### config.mk
export PLATFORM = sky130hd
export DESIGN_NAME = stack_frame_seq_flat
export DESIGN_NICKNAME = d
export VERILOG_FILES = /design/src/rtl/stack_frame_seq_pkg.sv /design/src/rtl/stack_frame_seq_if.sv /design/src/rtl/stack_frame_seq_bound_check.sv /design/src/rtl/stack_frame_seq.sv /design/src/flat_wrapper.sv
export SDC_FILE = /design/constraint.sdc
export NUM_CORES = 1
export LEC_CHECK = 0
export ABC_CLOCK_PERIOD_IN_PS = 3900
export CAP_MARGIN = 15
export CORE_ASPECT_RATIO = 0.5
export CORE_MARGIN = 2
export CORE_UTILIZATION = 54
export CTS_CLUSTER_DIAMETER = 30
export CTS_CLUSTER_SIZE = 20
export DETAILED_ROUTE_END_ITERATION = 16
export GPL_TIMING_DRIVEN = 0
export PLACE_DENSITY_LB_ADDON = 0.1
export SYNTH_ARGS = -nofsm -noshare
export SYNTH_HDL_FRONTEND = slang
export SYNTH_SLANG_ARGS = --single-unit
### constraint.sdc
create_clock -name clk -period 3.9 [get_ports clk]
set_input_delay 0.585 -clock clk [delete_from_list [all_inputs] [get_ports clk]]
set_output_delay 0.585 -clock clk [all_outputs]
set_load 0.02 [all_outputs]
### src/rtl/stack_frame_seq_pkg.sv
// Shared definitions for the context-stack sequencer and its bound checker.
// Latency: none (type and constant definitions only).
// Backpressure: not applicable.
// Contents: op_e (PUSH/POP opcode), state_e (sequencer state encoding).
package stack_pkg;

    typedef enum logic {
        OP_PUSH = 1'b0,
        OP_POP  = 1'b1
    } op_e;

    typedef enum logic [1:0] {
        IDLE  = 2'd0,
        CHECK = 2'd1,
        XFER  = 2'd2,
        DONE  = 2'd3
    } state_e;

endpackage

### src/rtl/stack_frame_seq_if.sv
// Data-memory request/acknowledge bus used by the stack sequencer.
// Latency: none (signal bundle only).
// Backpressure: requester holds strobe/address/data until mem_ack is seen.
// Ports: master drives mem_addr/mem_wdata/mem_wr/mem_rd; slave returns mem_rdata/mem_ack.
interface stack_frame_seq_if #(
    parameter int DATA_W = 8,
    parameter int ADDR_W = 8
);
    logic [ADDR_W-1:0] mem_addr;
    logic [DATA_W-1:0] mem_wdata;
    logic              mem_wr;
    logic              mem_rd;
    logic [DATA_W-1:0] mem_rdata;
    logic              mem_ack;

    modport master (
        output mem_addr, mem_wdata, mem_wr, mem_rd,
        input  mem_rdata, mem_ack
    );

    modport slave (
        input  mem_addr, mem_wdata, mem_wr, mem_rd,
        output mem_rdata, mem_ack
    );
endinterface

### src/rtl/stack_frame_seq_bound_check.sv
// Stack overflow/underflow pre-check for a whole frame, before any memory access.
// Latency: purely combinational.
// Backpressure: none; reject_o is a pure function of sp_i/op_i.
// Ports: sp_i (current SP, next free slot), op_i (PUSH/POP), reject_o (frame would leave the stack window).
module stack_bound_check
    import stack_pkg::*;
#(
    parameter int                ADDR_W      = 8,
    parameter int                FRAME_WORDS = 2,
    parameter logic [ADDR_W-1:0] SP_RESET    = 8'hFF,
    parameter logic [ADDR_W-1:0] STACK_LIMIT = 8'h80
) (
    input  logic [ADDR_W-1:0] sp_i,
    input  op_e               op_i,
    output logic              reject_o
);

    // One extra bit keeps SP+FRAME_WORDS from wrapping. The push test is
    // rearranged as SP < LIMIT+(FRAME_WORDS-1) so a small SP cannot wrap either.
    localparam logic [ADDR_W:0] PUSH_MIN = {1'b0, STACK_LIMIT} + (ADDR_W+1)'(FRAME_WORDS - 1);
    localparam logic [ADDR_W:0] POP_MAX  = {1'b0, SP_RESET};

    logic [ADDR_W:0] sp_ext;
    logic [ADDR_W:0] pop_end;

    assign sp_ext  = {1'b0, sp_i};
    assign pop_end = sp_ext + (ADDR_W+1)'(FRAME_WORDS);

    always_comb begin
        reject_o = 1'b0;
        if (op_i == OP_POP) begin
            reject_o = (pop_end > POP_MAX);
        end else begin
            reject_o = (sp_ext < PUSH_MIN);
        end
    end

endmodule

### src/rtl/stack_frame_seq.sv
// Context-stack sequencer: pushes/pops a FRAME_WORDS-word frame over the memory bus and owns SP.
// Latency: start -> done in FRAME_WORDS+2 cycles with zero-wait ack (2 cycles when rejected); +1 per wait cycle.
// Backpressure: each beat holds its strobe until mem_ack; start/sp_load are ignored while busy_o is high.
// Ports: clk/rst (sync, active-high); start_i/op_i/frame_in_i request; frame_out_o/busy_o/done_o/err_o status;
//        sp_o, sp_load_i/sp_load_val_i stack-pointer access; mem (master) data-memory bus.
module stack_frame_seq
    import stack_pkg::*;
#(
    parameter int                DATA_W      = 8,
    parameter int                ADDR_W      = 8,
    parameter int                FRAME_WORDS = 2,
    parameter logic [ADDR_W-1:0] SP_RESET    = 8'hFF,
    parameter logic [ADDR_W-1:0] STACK_LIMIT = 8'h80
) (
    input  logic                          clk,
    input  logic                          rst,
    input  logic                          start_i,
    input  logic                          op_i,
    input  logic [FRAME_WORDS*DATA_W-1:0] frame_in_i,
    output logic [FRAME_WORDS*DATA_W-1:0] frame_out_o,
    output logic                          busy_o,
    output logic                          done_o,
    output logic                          err_o,
    output logic [ADDR_W-1:0]             sp_o,
    input  logic                          sp_load_i,
    input  logic [ADDR_W-1:0]             sp_load_val_i,
    stack_frame_seq_if.master             mem
);

    localparam int              CNT_W     = (FRAME_WORDS > 1) ? $clog2(FRAME_WORDS) : 1;
    localparam logic [CNT_W-1:0] LAST_BEAT = CNT_W'(FRAME_WORDS - 1);

    state_e                   state_q;
    op_e                      op_q;
    logic [CNT_W-1:0]         cnt_q;
    logic [DATA_W-1:0]        frame_q [FRAME_WORDS];
    logic [FRAME_WORDS*DATA_W-1:0] frame_out_q;
    logic [ADDR_W-1:0]        sp_q;
    logic                     busy_q;
    logic                     done_q;
    logic                     err_q;
    logic [ADDR_W-1:0]        addr_q;
    logic [DATA_W-1:0]        wdata_q;
    logic                     wr_q;
    logic                     rd_q;

    logic                          reject;
    logic                          last_beat;
    logic [CNT_W-1:0]              push_idx_d;
    logic [FRAME_WORDS*DATA_W-1:0] frame_packed_d;

    stack_bound_check #(
        .ADDR_W      (ADDR_W),
        .FRAME_WORDS (FRAME_WORDS),
        .SP_RESET    (SP_RESET),
        .STACK_LIMIT (STACK_LIMIT)
    ) u_bound (
        .sp_i     (sp_q),
        .op_i     (op_q),
        .reject_o (reject)
    );

    assign last_beat = (cnt_q == LAST_BEAT);
    // Push walks the captured frame from the top word down; this is the word
    // for the beat after the current one (only used when not on the last beat).
    assign push_idx_d = LAST_BEAT - cnt_q - CNT_W'(1);

    always_comb begin
        frame_packed_d = '0;
        for (int k = 0; k < FRAME_WORDS; k++) begin
            frame_packed_d[k*DATA_W +: DATA_W] = frame_q[k];
        end
    end

    always_ff @(posedge clk) begin
        if (rst) begin
            state_q     <= IDLE;
            op_q        <= OP_PUSH;
            cnt_q       <= '0;
            for (int k = 0; k < FRAME_WORDS; k++) begin
                frame_q[k] <= '0;
            end
            frame_out_q <= '0;
            sp_q        <= SP_RESET;
            busy_q      <= 1'b0;
            done_q      <= 1'b0;
            err_q       <= 1'b0;
            addr_q      <= '0;
            wdata_q     <= '0;
            wr_q        <= 1'b0;
            rd_q        <= 1'b0;
        end else begin
            case (state_q)
                IDLE: begin
                    // SP load has priority; a coincident start is dropped.
                    if (sp_load_i) begin
                        sp_q <= sp_load_val_i;
                    end else if (start_i) begin
                        op_q   <= op_e'(op_i);
                        cnt_q  <= '0;
                        busy_q <= 1'b1;
                        for (int k = 0; k < FRAME_WORDS; k++) begin
                            frame_q[k] <= frame_in_i[k*DATA_W +: DATA_W];
                        end
                        state_q <= CHECK;
                    end
                end

                CHECK: begin
                    if (reject) begin
                        err_q   <= 1'b1;
                        done_q  <= 1'b1;
                        state_q <= DONE;
                    end else begin
                        state_q <= XFER;
                        if (op_q == OP_PUSH) begin
                            wr_q    <= 1'b1;
                            addr_q  <= sp_q;
                            wdata_q <= frame_q[LAST_BEAT];
                        end else begin
                            rd_q   <= 1'b1;
                            addr_q <= sp_q + ADDR_W'(1);
                        end
                    end
                end

                XFER: begin
                    if (mem.mem_ack) begin
                        cnt_q <= cnt_q + CNT_W'(1);
                        if (op_q == OP_PUSH) begin
                            sp_q <= sp_q - ADDR_W'(1);
                        end else begin
                            // Pop address is already SP+1, i.e. the new SP.
                            sp_q           <= addr_q;
                            frame_q[cnt_q] <= mem.mem_rdata;
                        end

                        if (last_beat) begin
                            wr_q    <= 1'b0;
                            rd_q    <= 1'b0;
                            done_q  <= 1'b1;
                            state_q <= DONE;
                        end else if (op_q == OP_PUSH) begin
                            addr_q  <= sp_q - ADDR_W'(1);
                            wdata_q <= frame_q[push_idx_d];
                        end else begin
                            addr_q <= addr_q + ADDR_W'(1);
                        end
                    end
                end

                DONE: begin
                    if ((op_q == OP_POP) && !err_q) begin
                        frame_out_q <= frame_packed_d;
                    end
                    done_q  <= 1'b0;
                    err_q   <= 1'b0;
                    busy_q  <= 1'b0;
                    state_q <= IDLE;
                end

                default: state_q <= IDLE;
            endcase
        end
    end

    assign frame_out_o   = frame_out_q;
    assign busy_o        = busy_q;
    assign done_o        = done_q;
    assign err_o         = err_q;
    assign sp_o          = sp_q;
    assign mem.mem_addr  = addr_q;
    assign mem.mem_wdata = wdata_q;
    assign mem.mem_wr    = wr_q;
    assign mem.mem_rd    = rd_q;

endmodule

### src/flat_wrapper.sv
// flat-port wrapper written by rule: the top's interface ports become plain ports
module stack_frame_seq_flat import stack_pkg::*;
#(
    parameter int                DATA_W      = 8,
    parameter int                ADDR_W      = 8,
    parameter int                FRAME_WORDS = 2,
    parameter logic [ADDR_W-1:0] SP_RESET    = 8'hFF,
    parameter logic [ADDR_W-1:0] STACK_LIMIT = 8'h80
)
  (clk, rst, start_i, op_i, frame_in_i, frame_out_o, busy_o, done_o, err_o, sp_o, sp_load_i, sp_load_val_i, mem_mem_addr, mem_mem_wdata, mem_mem_wr, mem_mem_rd, mem_mem_rdata, mem_mem_ack);
  stack_frame_seq_if #(.DATA_W(DATA_W), .ADDR_W(ADDR_W)) mem_i ();
  input  logic clk;
  input  logic rst;
  input  logic start_i;
  input  logic op_i;
  input  logic [FRAME_WORDS*DATA_W-1:0] frame_in_i;
  output logic [FRAME_WORDS*DATA_W-1:0] frame_out_o;
  output logic busy_o;
  output logic done_o;
  output logic err_o;
  output logic [ADDR_W-1:0] sp_o;
  input  logic sp_load_i;
  input  logic [ADDR_W-1:0] sp_load_val_i;
  output wire logic [$bits(mem_i.mem_addr)-1:0] mem_mem_addr;
  output wire logic [$bits(mem_i.mem_wdata)-1:0] mem_mem_wdata;
  output wire logic [$bits(mem_i.mem_wr)-1:0] mem_mem_wr;
  output wire logic [$bits(mem_i.mem_rd)-1:0] mem_mem_rd;
  input wire logic [$bits(mem_i.mem_rdata)-1:0] mem_mem_rdata;
  input wire logic [$bits(mem_i.mem_ack)-1:0] mem_mem_ack;
  assign mem_mem_addr = mem_i.mem_addr;
  assign mem_mem_wdata = mem_i.mem_wdata;
  assign mem_mem_wr = mem_i.mem_wr;
  assign mem_mem_rd = mem_i.mem_rd;
  assign mem_i.mem_rdata = mem_mem_rdata;
  assign mem_i.mem_ack = mem_mem_ack;
  stack_frame_seq #(.DATA_W(DATA_W), .ADDR_W(ADDR_W), .FRAME_WORDS(FRAME_WORDS), .SP_RESET(SP_RESET), .STACK_LIMIT(STACK_LIMIT)) u_core (.clk(clk), .rst(rst), .start_i(start_i), .op_i(op_i), .frame_in_i(frame_in_i), .frame_out_o(frame_out_o), .busy_o(busy_o), .done_o(done_o), .err_o(err_o), .sp_o(sp_o), .sp_load_i(sp_load_i), .sp_load_val_i(sp_load_val_i), .mem(mem_i));
endmodule
==> results of run 1 <==
-- per-layer routing --
metal	GRT usage [%]	wire length, um	vias to the layer above
li1	-	-	1682
met1	34.2	4110	1627
met2	49.8	4520	175
met3	8.15	820	26
met4	14.6	269	0
met5	0	0	-
-- sequential cells by signal, summed over array words and instances (netlist names) --
| name | cells |
|---|---|
| u_core.mem.mem_addr | 8 |
| u_core.mem.mem_rd | 1 |
| u_core.frame_q | 16 |
| u_core.state_q | 2 |
| u_core.busy_o | 1 |
| u_core.err_o | 1 |
| u_core.frame_out_o | 16 |
| u_core.op_q | 1 |
| u_core.mem.mem_wr | 1 |
| u_core.sp_o | 8 |
| u_core.mem.mem_wdata | 8 |
| u_core.cnt_q | 1 |
| u_core.done_o | 1 |
-- worst min-delay path, cell delays in order (launching register included) --
cell,delay [ns]
dfxtp_1,0.30
nand2_1,0.05
a21oi_1,0.05
-- where the power goes --
| part | switching, mW | internal (mW) | leakage [nW] |
|---|---|---|---|
| Combinational | 0.795 | 0.598 | 1.07 |
| Sequential | 0.158 | 0.834 | 0.570 |
| Clock | 0.289 | 0.492 | 0.129 |
-- layout by cell type (no fill, tap or decap), drive strengths merged, types with 3 or more instances in the layout --
cell type	count
clkdlybuf4s50	82
nand2	65
dfxtp	49
a21oi	42
nor2	29
o21ai	28
clkbuf	26
a22o	16
edfxtp	16
a211oi	15
inv	14
mux2i	12
ha	12
buf	11
nand3	10
nor3	8
xor2	6
o211ai	5
o311ai	4
xnor2	4
nor2b	3
and2	3
or3	3
o31ai	3
a22oi	3
o221ai	3
o22ai	3
clkinvlp	3
-- synth_stat cells (7+ instances only) --
library cell,count
nand3_1,10
nor2_1,28
buf_2,7
a22o_1,16
dfxtp_1,49
clkbuf_1,15
nand2_1,65
nor3_1,8
mux2i_1,12
ha_1,12
inv_1,13
edfxtp_1,16
a211oi_1,11
a21oi_1,42
o21ai_0,26
-- worst max path at each step --
| stage | start | to | slack, ns | cells after the start |
|---|---|---|---|---|
| 2_1_floorplan | u_core.sp_o[1] | u_core.mem.mem_wdata[5] | 1.67 | 9 |
| 3_3_place_gp | mem_mem_ack | u_core.frame_q[0][4] | 1.00 | 4 |
| 3_5_place_dp | mem_mem_ack | u_core.frame_q[0][3] | 0.97 | 4 |
| 4_1_cts | u_core.state_q[0] | u_core.frame_q[0][3] | 1.20 | 6 |
| 5_1_grt | u_core.state_q[0] | u_core.frame_q[0][4] | 0.98 | 6 |
| 6_report | u_core.state_q[0] | u_core.frame_q[0][3] | 1.17 | 6 |
-- stage by stage --
stage	setup WS (ns)	utilization (%)	power [mW]	instance area, um^2
after floorplan	1.67	-	1.91	3570
after global placement	1.00	72.2	2.35	4500
after detailed placement	0.970	72.2	2.37	4500
after CTS	1.20	76.8	3.16	4790
after global routing	0.977	76.8	3.36	4790
final	1.17	76.8	3.17	4790
-- kinds of logic after synthesis --
kind of cell             after synthesis  share of synthesized area, %
XOR/XNOR                              10                          2.46
flip-flops                            65                          41.0
multiplexers                          13                          3.68
AO/OA/AOI/OAI                        135                          25.9
AND/OR/NAND/NOR                      137                          17.7
adder cells (fa/ha/maj)               12                          4.21
buffers and inverters                 40                          5.09
-- area by class of cell --
| type | count | share of cell area [%] |
|---|---|---|
| timing repair buffer | 82 | 17.2 |
| multi-input combinational | 307 | 40.2 |
| sequential | 65 | 30.5 |
| clock inverter | 5 | 1.18 |
| buffer | 26 | 2.69 |
| inverter | 14 | 1.10 |
| clock buffer | 11 | 4.86 |
| tap | 88 | 2.30 |
==> metrics.cfg, run 1 <==
[outcome]
outcome = completed

[sta]
rsz0062_at_grt = no
fin_hold_ws_ns = 0.457
setup_viol = 0
maxClockFrequency_mhz = 367
skew_ns = 0.00589
fin_setup_tns_ns = 0
slew_headroom_pct = 31.3
min_period_over_period_pct = 69.9
slew_violations = 0
hold_viol_final = 0
worstMarginPinSlew_ns = 1.02
period_needed_ns = 2.73

[cts]
cts_hold_buf = 0
path_clk_slew_ns = 0.05
htreeDepth = 3
post_cts_buffers = 0
cts.sinks = 65
clock_latency_ns = 0.33
cts_tree = done
cts-resized-gates = 0
root_buffer = clkbuf_16
clockBufferDepth = 2
cts_buffers = 9

[synth]
netlist_area_mm2 = 0.00357
syn_nets = 462
ys_ff_latch = 65
synth_area_leaders = dfxtp_1, edfxtp_1, nand2_1
syn_inst = 412
ys_seq_area_share_pct = 41.0
synth-async-reset-ratio_pct = 0
syn_area_per_cell_um2 = 8.66
yosys_warnings = 0
ys_types = 54
synth_flop_cell = dfxtp_1
synth_edf_count = 16
yosysTopAreaCell = dfxtp_1
synth_top_area_share_pct = 27.5

[worst_setup_path]
crit_chain = inv_1 > ha_1 > nand2_1 > nor4b_2 > nor3_1 > a22o_1
cp_top_family = simple AND/OR/NAND/NOR gates
worstPathArrival_ns = 2.80
reg2reg_slack_ns = 1.17
r2r_start = u_core.state_q[0]
timing.rr.end = u_core.frame_q[0][3]
critical_path_class = flop to flop
ff2ff_path_depth = 6
worstSetupEndpointType = flop
start_kind = flop
required_ns = 3.98
path_max_fanout = 10
worst-path-buf-inv = 1
cp_slowest_stage_delay_ns = 0.88
crit_path_top_delay_cell = nor4b_2

[cells_and_area]
area_delta_synth_final_pct = 34.2
seq_area_mm2 = 0.00146
nNetsFinal = 555
drive_above_1_share_pct = 7.45
nFillCells = 471
multi_input_area_mm2 = 0.00192
stdcell_count = 598
antenna_cells = 0

[detailed_routing]
vias = 3510
drt_first_pass_iters = 5
route.detailed.drc = 0
wl_per_cell_um = 16.3
routed_via_density = 5.87
wl_um = 9720
ant_nets = 0
drt-initial-drc-count = 308

[grt]
grt_max_degree = 12
antenna_found_initial = 0
grt_pass1_wl_um = 16100
grt.overflow.total = 0
grt_pass1_vias = 3375
gr-usage-all-layers_pct = 28.8

[floorplanning]
ios = 83
die_y_um = 61.5
die_w_um = 119
initial_core_util_pct = 57.2
die_area_mm2 = 0.00731
coreArea_mm2 = 0.00623
rows = 20

[place]
hpwl_um = 7130
port_buffers = 82
place.gp.congestion = 0.912
place_inst = 582

[hold_path]
min_to = u_core.frame_out_o[15]
whs_path_depth = 2
hold_path_class = flop to flop
holdCritStartpoint = u_core.frame_out_o[15]

[job]
maxCapViolations = 0

[power]
p_leak_nw = 1.77
p_per_area_mw_per_mm2 = 662
ir_worst_vdd_uv = 297

No activity file was read; power rests on OpenSTA's default activity.
==> run 2, diff against run 1 <==
- ABC_CLOCK_PERIOD_IN_PS: 3900 -> 2550
- CORE_UTILIZATION: 54 -> 50
- clock period: 3.9 -> 2.55 ns (I/O delays scaled with it)
==> metrics.cfg, run 2 (synthesis gave the netlist of run 1 again) <==
[place]
placed_area_mm2 = 0.00450  ; about the same
place_ws_ns = -0.240  ; was 0.970 ns
hpwl_um = 7460  ; was 7130 um
port_buffers = 82  ; unchanged
place.gp.congestion = 0.955  ; was 0.912

[detailed_routing]
ant_nets = 0  ; unchanged
route.detailed.drc = 0  ; unchanged
wl_per_cell_um = 17.2  ; was 16.3 um
wl_um = 10500  ; was 9720 um
vias = 3524  ; was 3,510
routed_via_density = 5.81  ; was 5.87
drt-initial-drc-count = 345  ; was 308
drt_first_pass_iters = 5  ; unchanged

[cells_and_area]
final_area_mm2 = 0.00488  ; was 0.00479 mm^2
final_cell_mix = clkdlybuf4s50_1, nand2_1, dfxtp_1  ; unchanged
nNetsFinal = 560  ; was 555
layout_commonest_cell = clkdlybuf4s50_1  ; unchanged
final_util_pct = 72.1  ; was 76.8%
nFillCells = 536  ; was 471
drive_above_1_share_pct = 9.71  ; was 7.45%
antenna_cells = 0  ; unchanged
area_delta_synth_final_pct = 37.0  ; was 34.2%

[power]
clkPwrFrac_pct = 24.7  ; about the same
combPwrFrac_pct = 44.5  ; was 44.0%
swShare_pct = 40.0  ; was 39.2%
p_leak_nw = 1.82  ; was 1.77 nW
p_switching_mw = 1.98  ; was 1.24 mW
ir_worst_vdd_uv = 507  ; was 297 uV
power_frac_seq_pct = 30.8  ; was 31.3%
p_int_mw = 2.98  ; was 1.92 mW
p_per_area_mw_per_mm2 = 1020  ; was 662 mW/mm^2

[grt]
grt_pass1_wl_um = 16900  ; was 16,100 um
grt_max_degree = 13  ; was 12
gr-usage-all-layers_pct = 28.3  ; was 28.8%
antenna_found_initial = 0  ; unchanged
grt_pass1_vias = 3429  ; was 3,375
grt.overflow.total = 0  ; unchanged

[cts]
cts_tree = done  ; unchanged
path_clk_slew_ns = 0.06  ; was 0.05 ns
clock_latency_ns = 0.33  ; about the same
cts_buffers = 9  ; unchanged
htreeDepth = 3  ; unchanged
cts.sinks = 65  ; unchanged
clockBufferDepth = 2  ; unchanged
root_buffer = clkbuf_16  ; unchanged

[sta]
slew_headroom_pct = 29.9  ; was 31.3%
maxClockFrequency_mhz = 426  ; was 367 MHz
min_period_over_period_pct = 92.0  ; was 69.9%
fin_setup_tns_ns = 0  ; unchanged
rsz0062_at_grt = no  ; unchanged
worstMarginPinSlew_ns = 1.04  ; was 1.02 ns
skew_ns = 0.00807  ; was 0.00589 ns
hold_viol_final = 0  ; unchanged
worst_slack_ns = 0.203  ; was 1.17 ns
slew_violations = 0  ; unchanged
setup_viol = 0  ; unchanged
period_needed_ns = 2.35  ; was 2.73 ns
fin_hold_ws_ns = 0.452  ; was 0.457 ns

[worst_setup_path]
worstPathArrival_ns = 2.53  ; was 2.80 ns
start_kind = flop  ; unchanged
worstSetupEndpointType = flop  ; unchanged
critical_path_class = flop to flop  ; unchanged
path_max_fanout = 10  ; unchanged
required_ns = 2.74  ; was 3.98 ns

[floorplanning]
initial_core_util_pct = 52.6  ; was 57.2%
rows = 21  ; was 20
die_area_mm2 = 0.00786  ; was 0.00731 mm^2
coreArea_mm2 = 0.00678  ; was 0.00623 mm^2
die_y_um = 63.7  ; was 61.5 um
die_w_um = 123  ; was 119 um
ios = 83  ; unchanged

[outcome]
outcome = completed  ; unchanged

[hold_path]
hold_path_class = flop to flop  ; unchanged

[job]
maxCapViolations = 0  ; unchanged

run 2: changes by cell type in the layout (fill, tap and decap cells not counted), sizes merged:
cell and delta:
buf +5, clkbuf -2, clkinv +4, clkinvlp -2
run 2: final cells by class:
| cell class | instances | area, um^2 | area share, % |
|---|---|---|---|
| flip-flops and latches | 65 | 1460 | 29.9 |
| inverters | 14 | 52.6 | 1.08 |
| repair buffers | 87 | 858 | 17.6 |
| multi-input cells | 307 | 1970 | 40.3 |
| well taps | 92 | 115 | 2.36 |
| clock buffers | 9 | 225 | 4.61 |
| plain buffers | 26 | 130 | 2.66 |
| clock inverters | 7 | 71.3 | 1.46 |
run 2: through the flow:
| step | instances | total power, mW |
|---|---|---|
| finish | 607 | 4.96 |
| CTS | 602 | 4.89 |
| global route | 607 | 5.26 |
| global placement | 586 | 3.60 |
| detailed placement | 586 | 3.64 |
| floorplan | 412 | 2.92 |
run 2: final timing paths:
path	from	cells past startpoint	slack, ns	end
max	u_core.sp_o[1]	10	0.20	u_core.mem.mem_addr[1]
min	u_core.frame_out_o[15]	2	0.45	u_core.frame_out_o[15]
max reg2reg	u_core.sp_o[1]	10	0.20	u_core.mem.mem_addr[1]
min reg2reg	u_core.frame_out_o[15]	2	0.45	u_core.frame_out_o[15]
run 2: metal layers:
metal / global-route usage, % / routed length, um / vias to the layer above
met5: 0 / 0 / -
met4: 11.2 / 208 / 0
met3: 6.16 / 842 / 21
met2: 47.2 / 5050 / 176
met1: 35.6 / 4360 / 1634
li1: - / - / 1693
run 2: repair_timing:
| item | CTS | global route |
|---|---|---|
| setup endpoints to repair | 34 | 44 |
| pin swaps | 0 | 3 |
| buffers inserted | 0 | 5 |
| gates cloned | 0 | 0 |
| resized for setup | 3 | 8 |
| hold buffers | 0 | 0 |
run 2: critical path, cell delays in order (launching register included):
cell and delay [ns]:
dfxtp_1 0.41, inv_2 0.15, ha_1 0.24, or3b_1 0.39, buf_6 0.16, o21ai_4 0.24
a31o_4 0.23, nor2_2 0.06, buf_6 0.16, nor2_1 0.11, a211oi_2 0.06
run 2: power by group through the flow:
stage                     logic (mW)  clock network [mW]  registers [mW]
after global routing            2.42                1.29            1.56
final                           2.21                1.22            1.53
after CTS                       2.14                1.23            1.52
after detailed placement        2.10                   0            1.54
after floorplan                 1.28                   0            1.64
after global placement          2.07                   0            1.53
==> run 3, diff against run 2 <==
- TNS_END_PERCENT: default -> 50
==> metrics.cfg, run 3 (synthesis gave the netlist of run 1 again) <==
[cts]
cts_tree = done  ; unchanged
cts_buffers = 9  ; unchanged
clockBufferDepth = 2  ; unchanged
path_clk_slew_ns = 0.06  ; about the same
clock_latency_ns = 0.33  ; about the same
cts_hold_buf = 0  ; unchanged
root_buffer = clkbuf_16  ; unchanged
htreeDepth = 3  ; unchanged
cts.sinks = 65  ; unchanged

[job]
maxCapViolations = 0  ; unchanged

[place]
place.gp.congestion = 0.955  ; unchanged
hpwl_um = 7460  ; unchanged
port_buffers = 82  ; unchanged

[grt]
grt.overflow.total = 0  ; unchanged
use_met2_pct = 47.2  ; unchanged
grt_pass1_wl_um = 16900  ; unchanged
gr-usage-all-layers_pct = 28.3  ; unchanged
grt_max_degree = 13  ; unchanged
grt_pass1_vias = 3429  ; unchanged
antenna_found_initial = 0  ; unchanged
grt_use_met1_pct = 35.6  ; unchanged
top_usage_layer = met2  ; unchanged
met3_usage_pct = 6.16  ; unchanged

[cells_and_area]
multi_input_area_mm2 = 0.00197  ; about the same
nNetsFinal = 559  ; was 560
layout_commonest_cell = clkdlybuf4s50_1  ; unchanged
final_cell_mix = clkdlybuf4s50_1, nand2_1, dfxtp_1  ; unchanged
area_delta_synth_final_pct = 36.8  ; was 37.0%
final_util_pct = 72.0  ; was 72.1%
drive_above_1_share_pct = 9.73  ; was 9.71%
seq_area_mm2 = 0.00146  ; unchanged
antenna_cells = 0  ; unchanged
nFillCells = 537  ; was 536

[sta]
hold_viol_final = 0  ; unchanged
worstMarginPinSlew_ns = 1.06  ; was 1.04 ns
period_needed_ns = 2.40  ; was 2.35 ns
maxClockFrequency_mhz = 417  ; was 426 MHz
rsz0062_at_grt = no  ; unchanged
fin_setup_tns_ns = 0  ; unchanged
setup_viol = 0  ; unchanged
slew_headroom_pct = 28.6  ; was 29.9%
skew_ns = 0.00709  ; was 0.00807 ns
min_period_over_period_pct = 93.9  ; was 92.0%
slew_violations = 0  ; unchanged

[worst_setup_path]
worstSetupEndpointType = flop  ; unchanged
worstPathArrival_ns = 2.48  ; was 2.53 ns
required_ns = 2.63  ; was 2.74 ns
start_kind = flop  ; unchanged
path_max_fanout = 10  ; unchanged
critical_path_class = flop to flop  ; unchanged

[detailed_routing]
routed_via_density = 5.87  ; was 5.81
vias = 3555  ; was 3,524
wl_um = 10500  ; about the same
drt-initial-drc-count = 376  ; was 345
ant_nets = 0  ; unchanged
route.detailed.drc = 0  ; unchanged
wl_per_cell_um = 17.3  ; was 17.2 um
drt_first_pass_iters = 5  ; unchanged

[floorplanning]
die_area_mm2 = 0.00786  ; unchanged
rows = 21  ; unchanged
coreArea_mm2 = 0.00678  ; unchanged
ios = 83  ; unchanged
die_y_um = 63.7  ; unchanged
die_w_um = 123  ; unchanged
initial_core_util_pct = 52.6  ; unchanged

[power]
power_frac_seq_pct = 30.9  ; was 30.8%
combPwrFrac_pct = 44.5  ; about the same
p_int_mw = 2.98  ; about the same
p_leak_nw = 1.82  ; about the same
p_per_area_mw_per_mm2 = 1020  ; about the same
p_switching_mw = 1.98  ; about the same
swShare_pct = 39.9  ; was 40.0%
ir_worst_vdd_uv = 506  ; was 507 uV
clkPwrFrac_pct = 24.6  ; was 24.7%

[outcome]
outcome = completed  ; unchanged

[hold_path]
hold_path_class = flop to flop  ; unchanged

-- run 3: cell types whose count changed in the layout (fill, tap and decap cells not counted), sizes merged --
cell  before  now
buf       16   15
-- run 3: metal layers --
metal	share of wire (%)	up-vias	routed length, um
met3	7.7	29	809
met4	2.3	0	239
met1	41	1656	4330
met5	0	-	0
met2	49	182	5080
li1	-	1688	-
-- run 3: cell type report --
type / instances / share of cell area (%)
well taps: 92 / 2.36
clock inverters: 7 / 1.46
repair buffers: 86 / 17.4
clock buffers: 9 / 4.62
inverters: 14 / 1.08
plain buffers: 26 / 2.67
multi-input cells: 307 / 40.4
flip-flops and latches: 65 / 30.0
-- run 3: power groups by stage --
stage / sequential [mW] / combinational [mW] / clock [mW]
2_1_floorplan: 1.64 / 1.28 / 0
3_3_place_gp: 1.53 / 2.07 / 0
3_5_place_dp: 1.54 / 2.10 / 0
4_1_cts: 1.52 / 2.14 / 1.23
5_1_grt: 1.56 / 2.42 / 1.29
6_report: 1.53 / 2.21 / 1.22
-- run 3: through the flow --
| step | instance area (um^2) | std cells | setup WS (ns) | total power, mW | hold slack [ns] |
|---|---|---|---|---|---|
| floorplan | 3570 | 412 | 0.317 | 2.92 | 0.497 |
| global placement | 4500 | 586 | -0.205 | 3.60 | 0.445 |
| detailed placement | 4500 | 586 | -0.240 | 3.64 | 0.447 |
| CTS | 4820 | 602 | 0.0536 | 4.89 | 0.455 |
| global route | 4880 | 606 | 0.0124 | 5.26 | 0.491 |
| finish | 4880 | 606 | 0.155 | 4.96 | 0.452 |
-- run 3: timing repair --
item,4_1_cts,5_1_grt
pin swaps,0,2
setup buffers,0,4
gates resized for setup,3,9
setup endpoints to repair,34,44
-- run 3: worst max-delay path, stage by stage, from the launching register on --
cell     delay, ns
dfxtp_1       0.33
inv_1         0.11
ha_1          0.24
nand2_1       0.28
nor4b_4       0.70
nor3_2        0.24
a22o_1        0.25
-- run 3: worst paths after layout --
| check | to | startpoint | slack (ns) | depth (start not counted) |
|---|---|---|---|---|
| hold reg to reg | u_core.frame_out_o[15] | u_core.frame_out_o[15] | 0.45 | 2 |
| setup reg to reg | u_core.frame_q[0][4] | u_core.state_q[0] | 0.15 | 6 |
| hold / removal | u_core.frame_out_o[15] | u_core.frame_out_o[15] | 0.45 | 2 |
| setup / recovery | u_core.frame_q[0][4] | u_core.state_q[0] | 0.15 | 6 |
